<file path="src/rtl/mem_wb_stage_if.sv">
// Data-memory request/response bus between the MEM stage (master) and data memory (slave).
interface mem_wb_stage_if #(
  parameter int DATA_W = 32
);
  logic              req;
  logic              we;
  logic [DATA_W-1:0] addr;
  logic [DATA_W-1:0] wdata;
  logic              ready;
  logic [DATA_W-1:0] rdata;

  modport master (output req, we, addr, wdata, input ready, rdata);
  modport slave  (input req, we, addr, wdata, output ready, rdata);
endinterface

</file>
<file path="src/rtl/mem_wb_stage.sv">
// MEM stage plus MEM/WB pipeline register: issues data-memory accesses, stalls upstream
// while one is outstanding, and aborts accesses that hang longer than TIMEOUT cycles.
module mem_wb_stage #(
  parameter int DATA_W  = 32,
  parameter int RD_W    = 5,
  parameter int TIMEOUT = 255
) (
  input  logic              clk,
  input  logic              rst_n,
  input  logic              ex_reg_write,
  input  logic              ex_mem_to_reg,
  input  logic              ex_mem_read,
  input  logic              ex_mem_write,
  input  logic [DATA_W-1:0] ex_alu_result,
  input  logic [DATA_W-1:0] ex_read_data2,
  input  logic [RD_W-1:0]   ex_rd_addr,
  mem_wb_stage_if.master    dmem,
  output logic              stall,
  output logic              err,
  output logic              wb_reg_write,
  output logic              wb_mem_to_reg,
  output logic [DATA_W-1:0] wb_alu_result,
  output logic [DATA_W-1:0] wb_mem_data,
  output logic [RD_W-1:0]   wb_rd_addr
);

  localparam int CNT_W = (TIMEOUT > 0) ? $clog2(TIMEOUT + 1) : 1;
  localparam logic [CNT_W-1:0] CNT_LAST = CNT_W'((TIMEOUT > 0) ? TIMEOUT - 1 : 0);
  localparam logic [CNT_W-1:0] CNT_MAX  = '1;

  typedef enum logic {IDLE, WAIT} state_t;

  state_t            state, state_next;
  logic [CNT_W-1:0]  cnt;
  logic              req_c, we_c, timeout_hit;
  logic [DATA_W-1:0] addr_c, wdata_c;

  logic              hold_we, hold_reg_write, hold_mem_to_reg;
  logic [DATA_W-1:0] hold_addr, hold_wdata;
  logic [RD_W-1:0]   hold_rd;

  always_ff @(posedge clk or negedge rst_n) begin
    if (!rst_n) state <= IDLE;
    else        state <= state_next;
  end

  // In WAIT the bus is driven purely from the hold registers so upstream inputs cannot disturb it.
  always_comb begin
    state_next  = state;
    req_c       = 1'b0;
    we_c        = 1'b0;
    addr_c      = '0;
    wdata_c     = '0;
    timeout_hit = 1'b0;
    case (state)
      IDLE: begin
        req_c   = ex_mem_read | ex_mem_write;
        we_c    = ex_mem_write;
        addr_c  = ex_alu_result;
        wdata_c = ex_read_data2;
        if (req_c && !dmem.ready) state_next = WAIT;
      end
      WAIT: begin
        req_c       = 1'b1;
        we_c        = hold_we;
        addr_c      = hold_addr;
        wdata_c     = hold_wdata;
        timeout_hit = (TIMEOUT > 0) && (cnt == CNT_LAST) && !dmem.ready;
        if (dmem.ready || timeout_hit) state_next = IDLE;
      end
      default: state_next = IDLE;
    endcase
  end

  assign dmem.req   = req_c & rst_n;
  assign dmem.we    = we_c;
  assign dmem.addr  = addr_c;
  assign dmem.wdata = wdata_c;
  assign stall      = rst_n & req_c & ~dmem.ready & ~timeout_hit;

  always_ff @(posedge clk or negedge rst_n) begin
    if (!rst_n) begin
      cnt <= '0;
    end else if (state == WAIT && state_next == WAIT) begin
      if (cnt != CNT_MAX) cnt <= cnt + CNT_W'(1);
    end else begin
      cnt <= '0;
    end
  end

  always_ff @(posedge clk or negedge rst_n) begin
    if (!rst_n) begin
      hold_we         <= 1'b0;
      hold_reg_write  <= 1'b0;
      hold_mem_to_reg <= 1'b0;
      hold_addr       <= '0;
      hold_wdata      <= '0;
      hold_rd         <= '0;
    end else if (state == IDLE && req_c && !dmem.ready) begin
      hold_we         <= ex_mem_write;
      hold_reg_write  <= ex_reg_write;
      hold_mem_to_reg <= ex_mem_to_reg;
      hold_addr       <= ex_alu_result;
      hold_wdata      <= ex_read_data2;
      hold_rd         <= ex_rd_addr;
    end
  end

  // A read+write combination counts as a store, so it never returns load data.
  always_ff @(posedge clk or negedge rst_n) begin
    if (!rst_n) begin
      err           <= 1'b0;
      wb_reg_write  <= 1'b0;
      wb_mem_to_reg <= 1'b0;
      wb_alu_result <= '0;
      wb_mem_data   <= '0;
      wb_rd_addr    <= '0;
    end else begin
      err <= 1'b0;
      if (state == IDLE && (!req_c || dmem.ready)) begin
        wb_reg_write  <= ex_reg_write;
        wb_mem_to_reg <= ex_mem_to_reg;
        wb_alu_result <= ex_alu_result;
        wb_rd_addr    <= ex_rd_addr;
        wb_mem_data   <= (req_c && !ex_mem_write) ? dmem.rdata : '0;
      end else if (state == WAIT && dmem.ready) begin
        wb_reg_write  <= hold_reg_write;
        wb_mem_to_reg <= hold_mem_to_reg;
        wb_alu_result <= hold_addr;
        wb_rd_addr    <= hold_rd;
        wb_mem_data   <= hold_we ? '0 : dmem.rdata;
      end else begin
        wb_reg_write  <= 1'b0;
        wb_mem_to_reg <= 1'b0;
        wb_mem_data   <= '0;
        err           <= timeout_hit;
      end
    end
  end

endmodule

</file>
<file path="src/flat_wrapper.sv">
// flat-port wrapper written by rule: the top's interface ports become plain ports
module mem_wb_stage_flat 
#(
  parameter int DATA_W  = 32,
  parameter int RD_W    = 5,
  parameter int TIMEOUT = 255
)
  (clk, rst_n, ex_reg_write, ex_mem_to_reg, ex_mem_read, ex_mem_write, ex_alu_result, ex_read_data2, ex_rd_addr, stall, err, wb_reg_write, wb_mem_to_reg, wb_alu_result, wb_mem_data, wb_rd_addr, dmem_req, dmem_we, dmem_addr, dmem_wdata, dmem_ready, dmem_rdata);
  mem_wb_stage_if #(.DATA_W(DATA_W)) dmem_i ();
  input  logic clk;
  input  logic rst_n;
  input  logic ex_reg_write;
  input  logic ex_mem_to_reg;
  input  logic ex_mem_read;
  input  logic ex_mem_write;
  input  logic [DATA_W-1:0] ex_alu_result;
  input  logic [DATA_W-1:0] ex_read_data2;
  input  logic [RD_W-1:0] ex_rd_addr;
  output logic stall;
  output logic err;
  output logic wb_reg_write;
  output logic wb_mem_to_reg;
  output logic [DATA_W-1:0] wb_alu_result;
  output logic [DATA_W-1:0] wb_mem_data;
  output logic [RD_W-1:0] wb_rd_addr;
  output wire logic [$bits(dmem_i.req)-1:0] dmem_req;
  output wire logic [$bits(dmem_i.we)-1:0] dmem_we;
  output wire logic [$bits(dmem_i.addr)-1:0] dmem_addr;
  output wire logic [$bits(dmem_i.wdata)-1:0] dmem_wdata;
  input wire logic [$bits(dmem_i.ready)-1:0] dmem_ready;
  input wire logic [$bits(dmem_i.rdata)-1:0] dmem_rdata;
  assign dmem_req = dmem_i.req;
  assign dmem_we = dmem_i.we;
  assign dmem_addr = dmem_i.addr;
  assign dmem_wdata = dmem_i.wdata;
  assign dmem_i.ready = dmem_ready;
  assign dmem_i.rdata = dmem_rdata;
  mem_wb_stage #(.DATA_W(DATA_W), .RD_W(RD_W), .TIMEOUT(TIMEOUT)) u_core (.clk(clk), .rst_n(rst_n), .ex_reg_write(ex_reg_write), .ex_mem_to_reg(ex_mem_to_reg), .ex_mem_read(ex_mem_read), .ex_mem_write(ex_mem_write), .ex_alu_result(ex_alu_result), .ex_read_data2(ex_read_data2), .ex_rd_addr(ex_rd_addr), .dmem(dmem_i), .stall(stall), .err(err), .wb_reg_write(wb_reg_write), .wb_mem_to_reg(wb_mem_to_reg), .wb_alu_result(wb_alu_result), .wb_mem_data(wb_mem_data), .wb_rd_addr(wb_rd_addr));
endmodule
</file>
<file path="config.mk">
export PLATFORM = sky130hd
export DESIGN_NAME = mem_wb_stage_flat
export DESIGN_NICKNAME = d
export VERILOG_FILES = /design/src/rtl/mem_wb_stage_if.sv /design/src/rtl/mem_wb_stage.sv /design/src/flat_wrapper.sv
export SDC_FILE = /design/constraint.sdc
export NUM_CORES = 1
export LEC_CHECK = 0
export BUFFER_PORTS_ARGS = -buffer_cell sky130_fd_sc_hd__buf_2
export CORE_MARGIN = 1.5
export CORE_UTILIZATION = 45
export CTS_CLUSTER_DIAMETER = 60
export DETAILED_ROUTE_END_ITERATION = 10
export GPL_TIMING_DRIVEN = 0
export PLACE_DENSITY = 0.74
export SLEW_MARGIN = 15
export SYNTH_ARGS = -nofsm -noshare
export SYNTH_HDL_FRONTEND = slang
export SYNTH_SLANG_ARGS = --single-unit
</file>
<file path="constraint.sdc">
create_clock -name clk -period 2.1 [get_ports clk]
set_clock_uncertainty 0.2 [all_clocks]
set_input_delay 0.315 -clock clk [delete_from_list [all_inputs] [get_ports clk]]
set_output_delay 0.315 -clock clk [all_outputs]
set_load 0.02 [all_outputs]
</file>
; ---- Word-level counts from Yosys, hierarchy flattened
; Index checks and enable logic that the tools add are counted.
[word_totals]
elab_cells = 63
mem_bits_ro = 0
ff_bits = 153
inputBits = 108
output_inout_bits = 139
latch_bits = 0
ram_bits = 0
memories = 0
[classes]
n_lt_le_gt_ge = 0
muxes = 24
reduce_logical = 14
n_shift = 0
eq_ne = 3
add_sub_neg = 1
multipliers = 0
n_bitwise = 7
div_mod_pow = 0
[op_table]
columns = cell, n
row1 = 32-bit two-way mux, 6
row2 = 32-bit one-hot mux with 2 select lines, 2
row3 = 8-bit two-way mux, 2
row4 = 5-bit two-way mux, 2
row5 = 1-bit two-way mux, 9
row6 = 8-bit by 1-bit adder with 8-bit output (second input constant), 1
row7 = 8-bit == test (second input constant), 1
row8 = 1-bit logical AND, 8
row9 = 8-bit != test (second input constant), 1
row10 = 1-bit one-hot mux with 2 select lines, 3
row11 = 1-bit AND, 3
row12 = 1-bit logical NOT, 3
row13 = 1-bit inverter, 3
row14 = 1-bit logical OR, 2
row15 = 2-bit != test (second input constant), 1
row16 = 2-bit nonzero test, 1
row17 = 1-bit bitwise OR, 1

; ---- Longest topological paths before layout
; Gate-level depths: netlist (run 1).
[depth]
word_depth = 7
depth_mapped = 6
ltp_nobuf = 5

; ---- Worst setup path before layout (run 1)
; OpenSTA, ideal clock, no wires.
[synth_timing]
path_kind = register -> output
start = register u_core.state
end = output port dmem_wdata[0]
required_ns = 1.585
path_buffers = 4
arrival_ns = 1.488
path_slack_ns = 0.097
path_stages_with_launch = 6
cell_sequence = dfrtp_1 buf_2 buf_2 buf_2 buf_2 mux2_2
[synth_via]
elab_chain_cells = 2
[synth_rtl]
columns = element, line_no
row1 = start: declaration, mem_wb_stage.sv:33  ; state_t state, state_next;
row2 = start signal: assignment, mem_wb_stage.sv:44  ; else state <= state_next;
row3 = 1-bit inverter, mem_wb_stage.sv:55  ; case (state)
row4 = 32-bit one-hot mux with 2 select lines *, mem_wb_stage.sv:55
row5 = end: declaration, flat_wrapper.sv:29  ; output wire logic [$bits(dmem_i.wdata)-1:0] dmem_wdata;
; Mark *: on every way between the ends. The rest lies on a longest branch, timed or not.

; ---- Worst setup path after layout (run 1)
[layout_timing]
start = register u_core.state
end = output port dmem_wdata[12]
; The elaborated chain is that of the path after synthesis.

==> results of run 1 <==
## placed cells by master, fill, tap and decap left out, types with 2 or more instances in the layout
cell type | Yosys | final
buf_16 | 0 | 8
buf_2 | 13 | 191
buf_8 | 0 | 2
dlygate4sd3_1 | 0 | 104
clkinv_2 | 0 | 3
bufinv_16 | 0 | 3
clkinvlp_4 | 0 | 3
nor4_1 | 2 | 2
o2bb2ai_1 | 6 | 6
buf_12 | 0 | 10
nand4_1 | 2 | 2
o22ai_1 | 6 | 6
clkbuf_2 | 0 | 3
a211oi_1 | 3 | 3
clkbuf_1 | 6 | 5
clkbuf_16 | 0 | 17
nor2b_1 | 3 | 2
o21ai_0 | 2 | 2
nor3_4 | 0 | 2
nand3_1 | 3 | 2
buf_6 | 7 | 67
mux2_4 | 0 | 14
nor3b_1 | 3 | 2
a32o_1 | 2 | 2
inv_1 | 3 | 3
clkbuf_8 | 0 | 2
ha_1 | 2 | 2
nand2_1 | 4 | 4
nor3_1 | 14 | 13
mux2_2 | 168 | 154
nor2_1 | 2 | 2
and2_1 | 32 | 32
buf_4 | 0 | 14
a31oi_1 | 2 | 2
a21oi_1 | 3 | 3
dfrtp_1 | 153 | 153
## worst reg2reg max path, stage by stage, from the launching register on
cell      delay, ns
dfrtp_1        0.37
buf_6          0.13
buf_12         0.14
buf_4          0.16
clkinv_8       0.07
and2_4         0.15
buf_6          0.16
buf_6          0.18
mux2_2         0.35
## power groups by stage
| stage | clock (µW) | combinational, µW | sequential (µW) |
|---|---|---|---|
| after global routing | 3290 | 3610 | 3860 |
| final | 3140 | 3410 | 3800 |
| after CTS | 3180 | 3320 | 3770 |
| after detailed placement | 0 | 2530 | 3820 |
| after global placement | 0 | 2460 | 3780 |
| after floorplan | 0 | 1400 | 4050 |
## layout make-up
class	count	area, µm²
timing repair buffer	378	3080
antenna	1	2.50
clock buffer	21	460
fill	839	3330
sequential	153	3830
inverter	4	27.5
clock inverter	11	145
multi-input combinational	271	2650
buffer	26	297
tap	180	225
## repair_timing
item | 4_1_cts | 5_1_grt
gates cloned | 7 | 0
setup buffers | 14 | 5
gates resized for setup | 166 | 22
hold endpoints to repair | 212 | 80
setup endpoints to repair | 102 | 122
pin swaps | 2 | 2
## kinds of logic after synthesis
kind of cell / count (synthesis) / synth area share
AND/OR/NAND/NOR: 73 / 0.0669
buffers and inverters: 30 / 0.0276
AO/OA/AOI/OAI: 28 / 0.0305
adder cells (fa/ha/maj): 2 / 0.00381
multiplexers: 168 / 0.288
flip-flops: 153 / 0.583
## layer usage
metal	up-vias	global-route usage	wire [µm]
met3	59	0.0627	1190
met2	232	0.469	10600
met5	-	0	0
li1	2423	-	-
met4	0	0.138	784
met1	2698	0.285	7100
## synthesized netlist by cell type
library cell  instances  area [µm²]
nand2_1               4        15.0
nor2_2                1        6.26
o21a_1                1        7.51
and2_1               32         200
clkbuf_1              6        22.5
and4_1                1        8.76
buf_6                 7        78.8
inv_1                 3        11.3
nor3_1               14        70.1
o211ai_1              1        7.51
nand3_1               3        15.0
or4b_2                1        10.0
o21ai_0               2        10.0
nor2b_1               3        18.8
o22ai_1               6        37.5
nand4_1               2        12.5
a211oi_1              3        22.5
buf_2                13        65.1
and2_4                1        8.76
a21oi_1               3        15.0
o21ba_2               1        10.0
a31oi_1               2        12.5
and3_1                1        6.26
dfrtp_1             153        3830
mux2_2              168        1890
nor3_2                1        10.0
nand2_2               1        6.26
ha_1                  2        25.0
clkinv_1              1        3.75
a32o_1                2        20.0
nor4b_1               1        8.76
o2bb2ai_1             6        52.6
nor2_1                2        7.51
nor3b_1               3        22.5
o21ai_1               1        5.00
nor4_1                2        12.5
## worst paths after layout
kind	cells past startpoint	slack, ns	from	endpoint
setup / recovery	6	-0.19	u_core.state$_DFF_PN0_	dmem_wdata[12]
hold / removal	1	-0.40	rst_n	u_core.hold_addr[19]$_DFFE_PN0P_
setup reg to reg	8	0.08	u_core.state$_DFF_PN0_	u_core.hold_addr[19]$_DFFE_PN0P_
hold reg to reg	1	0.29	u_core.wb_rd_addr[2]$_DFFE_PN0P_	u_core.wb_rd_addr[2]$_DFFE_PN0P_
max in group asynchronous	3	0.53	rst_n	u_core.hold_wdata[5]$_DFFE_PN0P_
min in group clk	2	0.04	ex_mem_write	u_core.hold_we$_DFFE_PN0P_
## through the flow
stage / setup WS, ns / std cells / setup TNS, ns / total power, µW / hold WS [ns]
floorplan: 0.0971 / 454 / 0 / 5450 / -0.181
global placement: -1.96 / 880 / -261.74 / 6240 / 0.273
detailed placement: -0.452 / 881 / -15.86 / 6350 / 0.144
CTS: -0.197 / 1039 / -9.85 / 10300 / -0.374
global route: -0.237 / 1045 / -12.25 / 10800 / -0.368
finish: -0.186 / 1045 / -8.88 / 10400 / -0.404
==> results.md, run 1 <==
- Status: finished with violations
- Failing checks: negative hold slack, negative setup slack
- Clk buf depth: 2
- GRT Overall Usage: 0.261
- Critical path arrival: 1.77 ns
- Clock share of power: 0.304
- Clock Pin Slew Worst Setup and Hold Paths: 0.06 ns
- Total die area: between 15000 and 20000 µm²
- Hold Buf Count CTS: approximately 110
- WS Path Type: flop to output pin
- Core region area: roughly 14000 µm²
- CTS buffer count: 17
- Vias in the first global route: roughly 5.9k
- Slowest stage delay, CP: around 0.37 ns
- DR pass1 iterations: 4
- Initial core utilization: 0.468
- Drt wl/cell: roughly 19 µm
- Die width: around 120 µm
- Power Density: a little under 1000 nW/µm²
- # setup viols final: between 60 and 70
- Clk_lat worst skew: between 0.4 and 0.5 ns
- First-pass GRT wire length: 29.9 mm
- Logic pwr share: 0.329
- YS warnings: 0
- DR vias: roughly 5.4k
- Slew HR: 0.540
- RSZ-0062 raised after global routing: yes
- Switching Fraction: 0.300
- Final WL: 19.7 mm
- Net count, final: 961
- Int Power: ~7300 µW
- Max IR drop VDD: roughly 0.00056 V
- Share of cells above drive strength 1: 0.587
- Slew @ Worst Pin: a little under 0.7 ns
- CTS tree: done
- LEAKAGE: between 0.005 and 0.006 µW
- Final count of hold timing violations: 80
- Hold Worst Slack: -0.404 ns
- Via density: around 5.2
- Final slew viol count: 0
- Io pins: between 200 and 250
- Row count: 43
- CP delay by family, top: buffers and inverters
- Worst hold path class: input port to async pin
- Gpl congestion: 0.779
- Sequential power share: 0.367
- CP Capture Type: output pin
- Max FO, Critical Path: 5
- Iteration-0 DRC count of the detailed router: ~210
- Ordered cell list for the critical path: buf_6, buf_12, buf_16, buf_8, mux2_2, buf_6
- GR Overflow Total: 0
- Synthesized net count: approximately 560
- Worst Path Required: roughly 1.6 ns
- Final Cycle Share: 1.09
- WP buf/inv: 5
- Clock Root Buffer: clkbuf_16
- Avg Inst Size Synth: approximately 14 µm²
- Minimum clock period: around 2.3 ns
- F_max: about 440 MHz
- Synthesized instance count: about 450
- Startpoint Class: flop
- Area added between synthesis and finish: 63.1%
- Largest net degree at the start of global routing: between 80 and 90
- Final non-filler cell area: about 11000 µm²
- DRC: 0
- Placed inst area: 8060 µm²
- Final Util: 0.763
- MaxCap Viol Count: 0
- Sequential-to-total area share from yosys stat: 0.583
- DP Wirelength: 11.7 mm
- DRT antenna net count: 0
- Mapped Area: 6570 µm²
- P_sw: roughly 3100 µW
- CP max stage cell: dfrtp_1
- Worst setup slack after layout: -0.186 ns
- Synth cell types: 36
- Initial antenna violation count: 1
- Clock sinks: around 150
- Die Height: around 120 µm
- H-Tree Depth: 4
- Synthesized flop and latch total: about 150
- Most used cell, CP: buf_6
- IO buf count: ~250
No activity file was read; power rests on OpenSTA's default activity.
==> inputs of run 2 (changes only) <==
==> constraint.sdc (replaced) <==
create_clock -name clk -period 2.8 [get_ports clk]
set_clock_uncertainty 0.2 [all_clocks]
set_input_delay 0.42 -clock clk [delete_from_list [all_inputs] [get_ports clk]]
set_output_delay 0.42 -clock clk [all_outputs]
set_load 0.02 [all_outputs]
==> run 2 against run 1 <==
Effect of this change: the run ends with negative hold slack left; combinational power shrank 44%; flip-flop and latch count is the same; critical path depth is the same; total power shrank 32%; register-to-register slack gained 0.52 ns; largest cell class unchanged; largest power group unchanged.
==> results.md, run 2 (synthesis gave the netlist of run 1 again) <==
- Share of cells above drive strength 1: 0.628 (+0.0412)
- Net count, final: 847 (-12%)
- Slew @ Worst Pin: 0.778 ns (+0.0914 ns)
- Largest net degree at the start of global routing: 82 (-1.2%)
- Io pins: 247 (unchanged)
- Clock sinks: 153 (unchanged)
- Status: finished with violations
- Clk_lat worst skew: 0.42 ns (about the same)
- Area added between synthesis and finish: 35.1%
- Minimum clock period: 2.71 ns
- Iteration-0 DRC count of the detailed router: 190 (-11%)
- Final non-filler cell area: 8870 µm² (-17%)
- GRT Overall Usage: 0.213 (-0.0486)
- DRC: 0 (unchanged)
- Clock Pin Slew Worst Setup and Hold Paths: 0.06 ns (about the same)
- DP Wirelength: 11.7 mm (unchanged)
- CP Capture Type: output pin
- # setup viols final: 0 (-100%)
- MaxCap Viol Count: 0 (unchanged)
- FF-to-FF End: u_core.wb_alu_result[27]$_DFFE_PN0P_
- First-pass GRT wire length: 24.5 mm (-18%)
- Die width: 124 µm (unchanged)
- Register Area: 3830 µm² (unchanged)
- Startpoint Class: flop
- Final Cycle Share: 0.967
- Max FO, Critical Path: 10 (+5)
- Clk buf depth: 2 (unchanged)
- R2R setup slack: 0.60 ns (+0.52 ns)
- Hold Worst Slack: -0.291 ns (+0.113 ns)
- Max IR drop VDD: 0.000431 V (-24%)
- Worst hold path class: input port to async pin
- Commonest non-fill, non-tap cell in the layout: buf_2
- Slew HR: 0.480 (-0.0600)
- Power Density: 799 nW/µm² (-17%)
- Failing checks: negative hold slack
- Worst Path Required: 2.18 ns (+0.60 ns)
- Row count: 43 (unchanged)
- Total die area: 15300 µm² (unchanged)
- WS Path Type: flop to output pin
- Drt wl/cell: 17.1 µm (-9.0%)
- LEAKAGE: 0.00424 µW (-16%)
- GR Overflow Total: 0 (unchanged)
- Vias in the first global route: 5017 (-15%)
- Most frequent cells in the layout: buf_2, mux2_2, dfrtp_1
- Initial core utilization: 0.468 (unchanged)
- DR pass1 iterations: 4 (unchanged)
- DR vias: 4720 (-13%)
- Gpl congestion: 0.779 (unchanged)
- Worst r2r src: u_core.state$_DFF_PN0_
- Final slew viol count: 0 (unchanged)
- DRT antenna net count: 0 (unchanged)
- CTS tree: done
- Die Height: 124 µm (unchanged)
- F_max: roughly 370 MHz
- Core region area: 14000 µm² (unchanged)
- Placed inst area: 8060 µm² (unchanged)
- CTS buffer count: 17 (unchanged)
- Initial antenna violation count: 3 (+2)
- IO buf count: 246 (unchanged)
- Fillcell total: 1109 (+32%)
- Final WL: 16.0 mm (-19%)
- Multi-input gate area: 2560 µm² (-3.4%)
- Worst Reg-to-Reg Cells: 5 (-3)
- Clock Root Buffer: clkbuf_16
- Via density: 5.06 (-2.3%)
- RSZ-0062 raised after global routing: no
- Final count of hold timing violations: 80 (unchanged)
- Critical path arrival: 2.09 ns (+0.32 ns)
- H-Tree Depth: 4 (unchanged)
-- run 2: area by class of cell --
cell class,instances,area share
Multi-Input combinational cell,271,0.288
Inverter,4,0.00169
Clock inverter,11,0.0164
Tap cell,180,0.0254
Antenna cell,3,0.000846
Clock buffer,21,0.0519
Timing Repair Buffer,264,0.163
Sequential cell,153,0.432
Buffer,26,0.0213
-- run 2: per-stage QoR --
| stage | worst slack, ns | util | power [µW] | setup TNS, ns | std cells |
|---|---|---|---|---|---|
| after floorplan | 0.692 | - | 4080 | 0 | 454 |
| after global placement | -1.47 | 0.571 | 4680 | -154.60 | 880 |
| after detailed placement | 0.143 | 0.574 | 4760 | 0 | 881 |
| after CTS | 0.0303 | 0.630 | 7150 | 0 | 929 |
| after global routing | 0.000582 | 0.632 | 7410 | 0 | 933 |
| final | 0.0916 | 0.632 | 7090 | 0 | 933 |
-- run 2: repair_timing --
action                     in CTS  in global routing
setup endpoints to repair      34                 32
hold endpoints to repair       96                 81
resized for setup               7                  2
hold buffers                   16                  1
setup buffers                   0                  0
-- run 2: layer usage --
metal / GRT usage / part of all wire
met3: 0.0650 / 0.067
met4: 0.0898 / 0.016
met1: 0.245 / 0.38
met5: 0 / 0
met2: 0.366 / 0.53
-- run 2: how the worst max path moves through the flow --
stage | from | endpoint | slack (ns) | depth (start not counted)
6_report | u_core.state$_DFF_PN0_ | dmem_wdata[22] | 0.09 | 6
5_1_grt | u_core.state$_DFF_PN0_ | dmem_wdata[12] | 0.0006 | 6
4_1_cts | u_core.state$_DFF_PN0_ | dmem_wdata[12] | 0.03 | 6
3_5_place_dp | u_core.state$_DFF_PN0_ | dmem_wdata[24] | 0.14 | 6
3_3_place_gp | rst_n | stall | -1.47 | 4
2_1_floorplan | u_core.state$_DFF_PN0_ | dmem_wdata[0] | 0.69 | 5
-- run 2: critical path, cell delays in order (launching register included) --
cell and delay (ns):
dfrtp_1 0.32, buf_2 0.21, buf_6 0.20, buf_6 0.20
buf_4 0.22, mux2_2 0.37, buf_2 0.16
-- run 2: where the power goes --
| group | switching (µW) | leakage, µW | internal [µW] |
|---|---|---|---|
| logic | 1040 | 0.00208 | 878 |
| registers | 196 | 0.00187 | 2630 |
| clock network | 896 | 0.000289 | 1450 |
| total | 2130 | 0.00424 | 4960 |
